## src/rtl/call_request_unit_if.sv

```systemverilog
// Handshake bundle between the call request unit and the elevator controller.
// master = controller/button side, slave = call_request_unit.
interface call_request_unit_if #(
  parameter int FLOORS  = 4,
  parameter int FLOOR_W = 2
);

  logic [FLOORS-1:0]  btn_raw;
  logic [FLOOR_W-1:0] cur_floor;
  logic               svc_valid;
  logic [FLOOR_W-1:0] svc_floor;
  logic [FLOORS-1:0]  pending;
  logic               req_up;
  logic               req_down;
  logic               req_here;
  logic               req_any;

  modport master (
    output btn_raw,
    output cur_floor,
    output svc_valid,
    output svc_floor,
    input  pending,
    input  req_up,
    input  req_down,
    input  req_here,
    input  req_any
  );

  modport slave (
    input  btn_raw,
    input  cur_floor,
    input  svc_valid,
    input  svc_floor,
    output pending,
    output req_up,
    output req_down,
    output req_here,
    output req_any
  );

endinterface

```

## src/rtl/call_request_unit.sv

```systemverilog
// Elevator call request unit: synchronize, debounce and latch per-floor calls and
// summarize them relative to the cabin. Define CALL_CANCEL_EN to let a re-press cancel a call.
module call_request_unit #(
  parameter int FLOORS          = 4,
  parameter int FLOOR_W         = 2,
  parameter int DEBOUNCE_CYCLES = 16
) (
  input  logic               clk,
  input  logic               rst,
  call_request_unit_if.slave bus
);

  localparam int CNT_W = $clog2(DEBOUNCE_CYCLES);
  localparam logic [CNT_W-1:0] CNT_LAST = CNT_W'(DEBOUNCE_CYCLES - 1);

  logic [FLOORS-1:0] sync1_q;
  logic [FLOORS-1:0] sync2_q;
  logic [FLOORS-1:0] stable_q,  stable_d;
  logic [FLOORS-1:0] stable_prev_q;
  logic [FLOORS-1:0] press_q;
  logic [CNT_W-1:0]  cnt_q [FLOORS];
  logic [CNT_W-1:0]  cnt_d [FLOORS];
  logic [FLOORS-1:0] svc_hit;
  logic [FLOORS-1:0] pending_q, pending_d;
  logic              req_up_q,   req_up_d;
  logic              req_down_q, req_down_d;
  logic              req_here_q, req_here_d;
  logic              req_any_q,  req_any_d;

  // Debounce: a level change must persist DEBOUNCE_CYCLES cycles at sync2 to be accepted.
  always_comb begin
    // NOTE: every always_comb target gets a default first so no path can infer a latch.
    stable_d = stable_q;
    for (int i = 0; i < FLOORS; i++) begin
      cnt_d[i] = '0;
      if (sync2_q[i] != stable_q[i]) begin
        if (cnt_q[i] == CNT_LAST) begin
          stable_d[i] = sync2_q[i];
        end else begin
          cnt_d[i] = cnt_q[i] + CNT_W'(1);
        end
      end
    end
  end

  // Service clears win over a press in the same cycle; out-of-range floors match nothing.
  always_comb begin
    svc_hit   = '0;
    pending_d = pending_q;
    for (int i = 0; i < FLOORS; i++) begin
      svc_hit[i] = bus.svc_valid && (bus.svc_floor == FLOOR_W'(i));
      if (svc_hit[i]) begin
        pending_d[i] = 1'b0;
      end else if (press_q[i]) begin
`ifdef CALL_CANCEL_EN
        pending_d[i] = ~pending_q[i];
`else
        pending_d[i] = 1'b1;
`endif
      end
    end
  end

  // Floors past the top compare below any cur_floor >= FLOORS, so req_down then equals req_any.
  always_comb begin
    req_up_d   = 1'b0;
    req_down_d = 1'b0;
    req_here_d = 1'b0;
    for (int i = 0; i < FLOORS; i++) begin
      if (pending_q[i]) begin
        if (FLOOR_W'(i) > bus.cur_floor)  req_up_d   = 1'b1;
        if (FLOOR_W'(i) < bus.cur_floor)  req_down_d = 1'b1;
        if (FLOOR_W'(i) == bus.cur_floor) req_here_d = 1'b1;
      end
    end
    req_any_d = |pending_q;
  end

  always_ff @(posedge clk or negedge rst) begin
    if (!rst) begin
      sync1_q       <= '0;
      sync2_q       <= '0;
      stable_q      <= '0;
      stable_prev_q <= '0;
      press_q       <= '0;
      pending_q     <= '0;
      req_up_q      <= 1'b0;
      req_down_q    <= 1'b0;
      req_here_q    <= 1'b0;
      req_any_q     <= 1'b0;
      // NOTE: the counter array is a handful of flops, not a RAM, so it is reset with the rest.
      for (int i = 0; i < FLOORS; i++) begin
        cnt_q[i] <= '0;
      end
    end else begin
      // NOTE: non-blocking assignments so every flop samples pre-edge values.
      sync1_q       <= bus.btn_raw;
      sync2_q       <= sync1_q;
      stable_q      <= stable_d;
      stable_prev_q <= stable_q;
      press_q       <= stable_q & ~stable_prev_q;
      pending_q     <= pending_d;
      req_up_q      <= req_up_d;
      req_down_q    <= req_down_d;
      req_here_q    <= req_here_d;
      req_any_q     <= req_any_d;
      for (int i = 0; i < FLOORS; i++) begin
        cnt_q[i] <= cnt_d[i];
      end
    end
  end

  assign bus.pending  = pending_q;
  assign bus.req_up   = req_up_q;
  assign bus.req_down = req_down_q;
  assign bus.req_here = req_here_q;
  assign bus.req_any  = req_any_q;

endmodule

```

## src/flat_wrapper.sv

```systemverilog
// flat-port wrapper written by rule: the top's interface ports become plain ports
module call_request_unit_flat 
#(
  parameter int FLOORS          = 4,
  parameter int FLOOR_W         = 2,
  parameter int DEBOUNCE_CYCLES = 16
)
  (clk, rst, bus_btn_raw, bus_cur_floor, bus_svc_valid, bus_svc_floor, bus_pending, bus_req_up, bus_req_down, bus_req_here, bus_req_any);
  call_request_unit_if #(.FLOORS(FLOORS), .FLOOR_W(FLOOR_W)) bus_i ();
  input  logic clk;
  input  logic rst;
  input wire logic [$bits(bus_i.btn_raw)-1:0] bus_btn_raw;
  input wire logic [$bits(bus_i.cur_floor)-1:0] bus_cur_floor;
  input wire logic [$bits(bus_i.svc_valid)-1:0] bus_svc_valid;
  input wire logic [$bits(bus_i.svc_floor)-1:0] bus_svc_floor;
  output wire logic [$bits(bus_i.pending)-1:0] bus_pending;
  output wire logic [$bits(bus_i.req_up)-1:0] bus_req_up;
  output wire logic [$bits(bus_i.req_down)-1:0] bus_req_down;
  output wire logic [$bits(bus_i.req_here)-1:0] bus_req_here;
  output wire logic [$bits(bus_i.req_any)-1:0] bus_req_any;
  assign bus_i.btn_raw = bus_btn_raw;
  assign bus_i.cur_floor = bus_cur_floor;
  assign bus_i.svc_valid = bus_svc_valid;
  assign bus_i.svc_floor = bus_svc_floor;
  assign bus_pending = bus_i.pending;
  assign bus_req_up = bus_i.req_up;
  assign bus_req_down = bus_i.req_down;
  assign bus_req_here = bus_i.req_here;
  assign bus_req_any = bus_i.req_any;
  call_request_unit #(.FLOORS(FLOORS), .FLOOR_W(FLOOR_W), .DEBOUNCE_CYCLES(DEBOUNCE_CYCLES)) u_core (.clk(clk), .rst(rst), .bus(bus_i));
endmodule
```

## config.mk

```make
export PLATFORM = sky130hd
export DESIGN_NAME = call_request_unit_flat
export DESIGN_NICKNAME = d
export VERILOG_FILES = /design/src/rtl/call_request_unit_if.sv /design/src/rtl/call_request_unit.sv /design/src/flat_wrapper.sv
export SDC_FILE = /design/constraint.sdc
export NUM_CORES = 1
export LEC_CHECK = 0
export BUFFER_PORTS_ARGS = -buffer_cell sky130_fd_sc_hd__buf_2
export CAP_MARGIN = 20
export CELL_PAD_IN_SITES_DETAIL_PLACEMENT = 1
export CELL_PAD_IN_SITES_GLOBAL_PLACEMENT = 2
export CORE_UTILIZATION = 30
export CTS_CLUSTER_DIAMETER = 200
export DETAILED_ROUTE_END_ITERATION = 7
export PLACE_DENSITY_LB_ADDON = 0.05
export SKIP_CTS_REPAIR_TIMING = 1
export SKIP_LAST_GASP = 1
export SLEW_MARGIN = 20
export SYNTH_ARGS = -nofsm -noshare
export SYNTH_HDL_FRONTEND = slang
export SYNTH_SLANG_ARGS = --single-unit
```

## constraint.sdc

```tcl
create_clock -name clk -period 1.4 [get_ports clk]
set_clock_uncertainty 0.1 [all_clocks]
set_input_delay 0 -clock clk [delete_from_list [all_inputs] [get_ports clk]]
set_output_delay 0 -clock clk [all_outputs]
set_load 0.01 [all_outputs]
```

==> results of run 1 <==
==> routing by layer <==
| metal | routed length, um | vias to the layer above | track usage (%) |
|---|---|---|---|
| li1 | - | 480 | - |
| met1 | 1400 | 488 | 14.7 |
| met2 | 1180 | 21 | 16.3 |
| met3 | 141 | 6 | 4.42 |
| met4 | 51 | 0 | 5.76 |
| met5 | 0 | - | 0 |
==> critical path: cells and delay by family, from the launching register on <==
kind            cells  cell delay, ps
flops               1             430
simple gates        1             110
buf+inv             1             550
compound gates      1              40
==> flip-flops by register name, summed over array words and instances (netlist names) <==
signal                flops
u_core.sync1_q            4
u_core.cnt_q             16
u_core.bus.pending        4
u_core.stable_q           4
u_core.press_q            4
u_core.sync2_q            4
u_core.stable_prev_q      4
u_core.bus.req_down       1
u_core.bus.req_any        1
u_core.bus.req_here       1
u_core.bus.req_up         1
==> how the worst min path moves through the flow <==
stage / startpoint / slack (ps) / cells after the start / to
2_1_floorplan: rst / -400 / 0 / u_core.bus.pending[0]$_DFFE_PN0P_
3_3_place_gp: rst / 8 / 2 / u_core.cnt_q[10]$_DFF_PN0_
3_5_place_dp: bus_btn_raw[3] / 9 / 1 / u_core.sync1_q[3]$_DFF_PN0_
4_1_cts: rst / -300 / 2 / u_core.cnt_q[11]$_DFF_PN0_
5_1_grt: bus_btn_raw[0] / 230 / 2 / u_core.sync1_q[0]$_DFF_PN0_
6_report: rst / 210 / 3 / u_core.cnt_q[9]$_DFF_PN0_
==> power by group through the flow <==
stage | combinational (mW) | sequential (mW) | clock, mW
finish | 0.148 | 1.35 | 0.786
global route | 0.174 | 1.36 | 0.889
CTS | 0.131 | 1.35 | 0.842
detailed placement | 0.129 | 1.38 | 0
global placement | 0.125 | 1.37 | 0
floorplan | 0.0629 | 1.37 | 0
==> cells in the final DEF, fill, tap and decap left out, types with 2 or more instances in the layout <==
cell / synthesis / final
dlygate4sd3_1: 0 / 11
xnor2_1: 8 / 8
nor2b_1: 8 / 8
inv_1: 8 / 8
ha_1: 4 / 3
nand4b_1: 4 / 4
a31oi_1: 2 / 2
nor3b_1: 3 / 3
dfrtp_1: 44 / 44
nor2_1: 6 / 6
a21oi_1: 10 / 10
mux2_2: 4 / 4
clkbuf_8: 0 / 6
clkbuf_1: 0 / 2
o32a_1: 2 / 2
o21ai_0: 8 / 8
nand3_1: 4 / 4
buf_2: 0 / 18
==> metrics by stage <==
stage	instances	total power [mW]	hold WS (ps)
5_1_grt	226	2.42	231
2_1_floorplan	118	1.43	-396
3_5_place_dp	207	1.50	9.36
3_3_place_gp	207	1.50	7.81
6_report	226	2.28	211
4_1_cts	215	2.32	-302
==> cell type report <==
class	instances	area share, %
Clock buffer	8	4.51
Inverter	8	1.50
Multi-Input combinational cell	66	24.0
Sequential cell	44	55.2
Tap cell	70	4.39
Timing Repair Buffer	30	10.4
==> kinds of logic after synthesis <==
family / after synthesis
flip-flops: 44
AND/OR/NAND/NOR: 26
AO/OA/AOI/OAI: 23
XOR/XNOR: 8
buffers and inverters: 8
multiplexers: 5
adder cells (fa/ha/maj): 4
==> flow_summary.toml, run 1 <==
[yosys]
synth_top_flop_cell = "dfrtp_1"
synth_xor_area_share_pct = 4.36
synth_warnings = 0
muxShareOfSynthArea_pct = 4.20
synth_top_family_by_area = "simple AND/OR/NAND/NOR gates"
synth.most_common_cell = "dfrtp_1"
synth-seq-area-share_pct = 68.5
yosys.area_share.adder_pct = 3.11
synth_cell_type_count = 17
synth_common_cells = "dfrtp_1, a21oi_1"
synth_top_cell_area_share_pct = 68.5
ys_ff_latch = 44
syn_inst = 118
synth_compound_area_share_pct = 8.17
synthArstFlopShare_pct = 100
yosys.area.top_type = "dfrtp_1"
syn_area_um2 = 1610
avgSynthCellArea_um2 = 13.6
yosys.area_share.simple_pct = 9.81
synth_nets = 133
synth.area.top_cells = "dfrtp_1, xnor2_1, a21oi_1"
synth-edff-count = 0

[place]
placed_cell_area_um2 = 1790
io_buffers = 18
pre_cts_slack_ps = 64.3
gp_congestion = 0.706
dp_hpwl_um = 1930

[sta]
period_needed_ps = 1350
rsz0062_at_grt = "no"
fmax_mhz = 740
tns_ps = 0
setup_viol = 0
min_period_over_period_pct = 96.5
tightest_slew_ps = 540
slew_headroom_pct = 64.0
finalWorstSetupSlack_ps = 48.4
drv_slew = 0
hold_viol = 0

[routing]
detail_route.drc_violations = 0
ant_nets = 0
drt_iter0_markers = 40
viasPerCell = 4.40
routed_wl_um = 2780
wire_per_inst_um = 12.3
dr.pass1.iters = 2
vias = 995

[floorplan]
initial_core_util_pct = 31.3
die_h_um = 75.2
dieArea_um2 = 5660
fp.dieW_um = 75.2
coreArea_um2 = 5140
num_rows = 26
io_pins = 19

[setup_path]
start_kind = "flop"
startpoint = "u_core.bus.pending[1]$_DFFE_PN0P_"
slowest_stage = "dlygate4sd3_1"
worstSetupEndpoint = "u_core.bus.pending[1]$_DFFE_PN0P_"
r2r-start = "u_core.bus.pending[1]$_DFFE_PN0P_"
cp_data_arrival_time_ps = 1420
critPathMaxFanout = 6
r2r_end = "u_core.bus.pending[1]$_DFFE_PN0P_"
path_class = "reg2reg"
required_ps = 1470
path_cells = "nor2_1 -> a31oi_1 -> dlygate4sd3_1"
reg2reg_slack_ps = 50
ff2ff_path_depth = 3
end_kind = "flop"
critPathMaxStageDelay_ps = 550

[clock_tree]
htree_num_levels = 2
numCtsBuffers = 5
clkTransAtPathRegs_ps = 70
clkLatencyLatePin_ps = 280
cts-root-buf = "clkbuf_8"
clockBufferDepth = 2
cts_tree = "done"
cts_sinks = 44

[worst_hold_path]
min_path_type = "in2async"

[grt]
grt_pass1_vias = 984
grtUsageTotal_pct = 11.3
grt_pass1_wl_um = 4580
grt_max_degree = 45
grt-ovfl-total = 0
antenna_found_initial = 0

[power]
vdd_drop_max_mv = 0.535
internal_power_mw = 1.79
p_switching_mw = 0.496
p_clk_share_pct = 34.4
switching_share_pct = 21.7
leakagePower_nw = 0.943
seq_power_share_pct = 59.1
p_comb_share_pct = 6.5
power_density_nw_per_um2 = 1140

[layout]
fin_util_pct = 38.8
antenna_cells = 0
drive_gt1_share_pct = 19.9
syn2layout_area_growth_pct = 24.1
fillCellCount = 576
multi_input_area_um2 = 479
regArea_um2 = 1100
final_area_um2 = 2000
finalNetCount = 170

[status]
status = "finished, final reports clean"

[flow_run]
max-cap-violations = 0
No activity file was read; power rests on OpenSTA's default activity.
==> run 2, diff against run 1 <==
==> constraint.sdc (replaced) <==
create_clock -name clk -period 1.6 [get_ports clk]
set_clock_uncertainty 0.1 [all_clocks]
set_input_delay 0 -clock clk [delete_from_list [all_inputs] [get_ports clk]]
set_output_delay 0 -clock clk [all_outputs]
set_load 0.01 [all_outputs]
==> flow_summary.toml, run 2 (synthesis results as in run 1) <==
[status]
status = "finished, final reports clean"

[grt]
grt-ovfl-total = 0
grt_max_degree = 45
grtUsageTotal_pct = 11.0
grt_pass1_vias = 986
antenna_found_initial = 0
grt_pass1_wl_um = 4490

[layout]
finalNetCount = 172
drive_gt1_share_pct = 20.3
largest_register_ffs = 16
final_cell_mix = "dfrtp_1, buf_2, dlygate4sd3_1, a21oi_1"
fillCellCount = 578
syn2layout_area_growth_pct = 27.5
largest-register = "u_core.cnt_q"
final_common_cell = "dfrtp_1"
antenna_cells = 0
fin_util_pct = 39.9

[clock_tree]
htree_num_levels = 2
cts_sinks = 44
clkTransAtPathRegs_ps = 90
cts_tree = "done"
numCtsBuffers = 5
clockBufferDepth = 2
cts-root-buf = "clkbuf_8"
clkLatencyLatePin_ps = 290

[routing]
top_layer_used = "met4"
met3WireLength_um = 97
dr.pass1.iters = 5
detail_route.drc_violations = 0
vias = 1029
drt_iter0_markers = 56
wl_met2_um = 1280
wire_per_inst_um = 12.2
viasPerCell = 4.51
routed_wl_um = 2780
wl_met1_um = 1350
ant_nets = 0

[setup_path]
startpoint = "bus_cur_floor[1]"
ff2ff_path_depth = 3
critPathMaxFanout = 4
path_class = "in2reg"
r2r_end = "u_core.bus.req_up$_DFF_PN0_"
r2r-start = "u_core.bus.pending[1]$_DFFE_PN0P_"
reg2reg_slack_ps = 170
required_ps = 1690
start_kind = "input pin"
worstSetupEndpoint = "u_core.bus.req_up$_DFF_PN0_"
cp_data_arrival_time_ps = 1540
end_kind = "flop"

[floorplan]
die_h_um = 75.2
num_rows = 26
dieArea_um2 = 5660
io_pins = 19
fp.dieW_um = 75.2
initial_core_util_pct = 31.3
coreArea_um2 = 5140

[sta]
rsz0062_at_grt = "no"
period_needed_ps = 1450
drv_slew = 0
hold_viol = 0
tns_ps = 0
setup_viol = 0
slew_headroom_pct = 64.2
min_period_over_period_pct = 90.8
tightest_slew_ps = 537
fmax_mhz = 688

[flow_run]
max-cap-violations = 0

[place]
io_buffers = 18
dp_hpwl_um = 1880
gp_congestion = 0.728

[power]
power_density_nw_per_um2 = 1080
leakagePower_nw = 0.979
vdd_drop_max_mv = 0.459

[worst_hold_path]
min_path_type = "in2async"
==> run 2: cell types whose count changed in the layout (fill, tap and decap cells not counted), sizes merged <==
cell | before | now
dlygate4sd3 | 11 | 13
bufinv | 0 | 1
clkbuf | 8 | 7
==> run 2: worst min-delay path by stage <==
| stage | endpoint | slack, ps |
|---|---|---|
| 2_1_floorplan | u_core.bus.pending[0]$_DFFE_PN0P_ | -400 |
| 3_3_place_gp | u_core.cnt_q[11]$_DFF_PN0_ | 8 |
| 3_5_place_dp | u_core.cnt_q[10]$_DFF_PN0_ | 10 |
| 4_1_cts | u_core.cnt_q[10]$_DFF_PN0_ | -310 |
| 5_1_grt | u_core.sync1_q[0]$_DFF_PN0_ | 230 |
| 6_report | u_core.cnt_q[10]$_DFF_PN0_ | 190 |
==> run 2: cell type report <==
class,instances,area [um^2],share of cell area (%)
well taps,70,87.6,4.27
inverters,8,30.0,1.47
clock inverters,1,30.0,1.47
multi-input cells,66,477,23.3
clock buffers,7,96.3,4.70
flip-flops and latches,44,1100,53.7
repair buffers,32,228,11.1
==> run 2: critical path, cell delays in order <==
cell	delay (ps)
dlygate4sd3_1	530
buf_2	140
inv_1	50
o21ai_0	150
o21ai_0	100
dlygate4sd3_1	560
==> run 2: per-stage QoR <==
stage | instance area (um^2) | power [mW] | setup WS (ps) | hold slack, ps | cells
2_1_floorplan | 1610 | 1.25 | 355 | -396 | 118
3_3_place_gp | 1790 | 1.31 | 296 | 7.90 | 207
3_5_place_dp | 1790 | 1.31 | 293 | 10.1 | 207
4_1_cts | 1920 | 2.24 | 276 | -310 | 215
5_1_grt | 2050 | 2.33 | 94.4 | 234 | 228
6_report | 2050 | 2.22 | 147 | 193 | 228
==> run 2: report_power, final <==
part           switching [mW]  total (mW)  internal, mW
Combinational          0.0642       0.128        0.0635
Sequential             0.0318        1.18          1.15
Clock                   0.361       0.912         0.551
==> run 2: metal layers <==
layer / global-route usage [%] / up-vias
li1: - / 488
met1: 13.3 / 514
met2: 17.5 / 21
met3: 3.48 / 6
met4: 6.17 / 0
met5: 0 / -
==> run 3, diff against run 2 <==
--- a/config.mk
+++ b/config.mk
@@ -5,6 +5,7 @@
 export SDC_FILE = /design/constraint.sdc
 export NUM_CORES = 1
 export LEC_CHECK = 0
+export ABC_AREA = 1
 export BUFFER_PORTS_ARGS = -buffer_cell sky130_fd_sc_hd__buf_2
 export CAP_MARGIN = 20
 export CELL_PAD_IN_SITES_DETAIL_PLACEMENT = 1
==> flow_summary.toml, run 3 <==
[status]
status = "finished with violations"
violations = "hold timing"

[yosys]
ys_ff_latch = 44
synth.area.top_cells = "dfrtp_1, nand2_1, nor2_1"
synth-edff-count = 0
synth_cell_type_count = 11
synth_top_cell_area_share_pct = 65.9
syn_area_um2 = 1670
synth-seq-area-share_pct = 65.9
syn_inst = 169
synthArstFlopShare_pct = 100
synth.most_common_cell = "dfrtp_1"
synth_common_cells = "dfrtp_1, nand2_1, nor2_1"
synth_nets = 184
avgSynthCellArea_um2 = 9.88
yosys.area.top_type = "dfrtp_1"
synth_top_flop_cell = "dfrtp_1"
synth_warnings = 0

[layout]
antenna_cells = 0
stdcell_count = 276
multi_input_area_um2 = 475
final_cell_mix = "dfrtp_1, nand2_1, nor2_1, inv_1, buf_2"
final_common_cell = "dfrtp_1"
largest_register_ffs = 16
syn2layout_area_growth_pct = 23.4
finalNetCount = 220
drive_gt1_share_pct = 12.6
largest-register = "u_core.cnt_q"
fillCellCount = 613
regArea_um2 = 1100

[setup_path]
required_ps = 1670
cp_data_arrival_time_ps = 1460
ff2ff_path_depth = 3
reg2reg_slack_ps = 210
start_kind = "flop"
critPathMaxFanout = 6
slowest_stage = "dlygate4sd3_1"
worstSetupEndpoint = "u_core.bus.pending[0]$_DFFE_PN0P_"
end_kind = "flop"
path_class = "reg2reg"
r2r-start = "u_core.bus.pending[0]$_DFFE_PN0P_"
critPathMaxStageDelay_ps = 550
startpoint = "u_core.bus.pending[0]$_DFFE_PN0P_"
r2r_end = "u_core.bus.pending[0]$_DFFE_PN0P_"
path_cells = "nor2_1 -> a31oi_1 -> dlygate4sd3_1"

[sta]
period_needed_ps = 1390
drv_slew = 0
setup_viol = 0
hold_ws_ps = -28.8
tightest_slew_ps = 555
hold_viol = 3
tns_ps = 0
fmax_mhz = 721
rsz0062_at_grt = "no"
slew_headroom_pct = 63.0
min_period_over_period_pct = 86.6

[floorplan]
dieArea_um2 = 5870
io_pins = 19
coreArea_um2 = 5240
initial_core_util_pct = 31.9
fp.dieW_um = 76.6
die_h_um = 76.6
num_rows = 26

[place]
gp_congestion = 0.801
io_buffers = 18
dpl.cell_count = 258
dp_hpwl_um = 2320

[power]
power_density_nw_per_um2 = 985
vdd_drop_max_mv = 0.501
leakagePower_nw = 1.09
power_mw = 2.03

[worst_hold_path]
hold_start = "bus_cur_floor[0]"
min_path_type = "in2reg"

[routing]
ant_nets = 0
drt_iter0_markers = 21
detail_route.drc_violations = 0
viasPerCell = 4.42
routed_wl_um = 3100
wire_per_inst_um = 11.2
dr.pass1.iters = 3
vias = 1221

[grt]
grt-ovfl-total = 0
grt_pass1_vias = 1233
antenna_found_initial = 0
grtUsageTotal_pct = 12.1
grt_max_degree = 24
grt_pass1_wl_um = 5560

[clock_tree]
cts-root-buf = "clkbuf_8"
clkTransAtPathRegs_ps = 80
clkLatencyLatePin_ps = 290
numCtsBuffers = 5
cts_sinks = 44
clockBufferDepth = 2
cts_tree = "done"
htree_num_levels = 2

[flow_run]
max-cap-violations = 0
-- run 3: cell types whose count changed in the layout (fill, tap and decap cells not counted), moves of 3 or more --
cell / delta
a21oi_1: -10
dlygate4sd3_1: -3
nand2_1: +34
nor3b_1: -3
o21ai_1: +4
mux2_2: -4
nor2_1: +21
nand4b_1: -4
nand3_1: +12
nor2b_1: -8
inv_1: +17
nand4_1: +4
xnor2_1: -4
-- run 3: area by class of cell --
type | instances | share of cell area, %
Timing Repair Buffer | 29 | 10.2
Clock buffer | 7 | 4.19
Clock inverter | 1 | 0.364
Multi-Input combinational cell | 100 | 23.1
Inverter | 25 | 4.55
Sequential cell | 44 | 53.4
Tap cell | 70 | 4.25
-- run 3: worst max-delay path, delay by kind of cell, from the launching register on --
family | cells | cell delay [ps]
AND/OR/NAND/NOR | 1 | 140
flip-flops | 1 | 440
buffers and inverters | 1 | 550
AO/OA/AOI/OAI | 1 | 50
-- run 3: power by group --
group	switching, mW	internal, mW	leakage [nW]
logic	0.0769	0.0624	0.460
clock network	0.360	0.351	0.0445
registers	0.0308	1.15	0.585
-- run 3: worst min-delay path by stage --
stage	endpoint	cells past startpoint
2_1_floorplan	u_core.bus.pending[0]$_DFFE_PN0P_	0
3_3_place_gp	u_core.bus.req_here$_DFF_PN0_	1
3_5_place_dp	u_core.bus.req_here$_DFF_PN0_	1
4_1_cts	u_core.cnt_q[6]$_DFF_PN0_	1
5_1_grt	u_core.bus.req_down$_DFF_PN0_	3
6_report	u_core.bus.req_down$_DFF_PN0_	3
-- run 3: per-layer routing --
metal | track usage (%) | vias up | part of all wire (%) | wire length [um]
li1 | - | 597 | - | -
met1 | 14.1 | 605 | 43 | 1330
met2 | 20.8 | 17 | 53 | 1640
met3 | 3.35 | 2 | 3.3 | 102
met4 | 4.81 | 0 | 0.77 | 24
met5 | 0 | - | 0 | 0
-- run 3: cells by family after synthesis --
group / synth area share, %
AOI/OAI and AO/OA: 3.37
xor gates and xnor gates: 2.10
adders and majority gates: 3.00
buffers and inverters: 5.62
DFF: 65.9
and+or+nand+nor: 20.0
-- run 3: through the flow --
stage / cell area [um^2] / utilization (%) / setup WS [ps]
floorplan: 1670 / - / 546
global placement: 1870 / 35.7 / 461
detailed placement: 1870 / 35.7 / 418
CTS: 1960 / 37.5 / 406
global route: 2060 / 39.4 / 134
finish: 2060 / 39.4 / 214
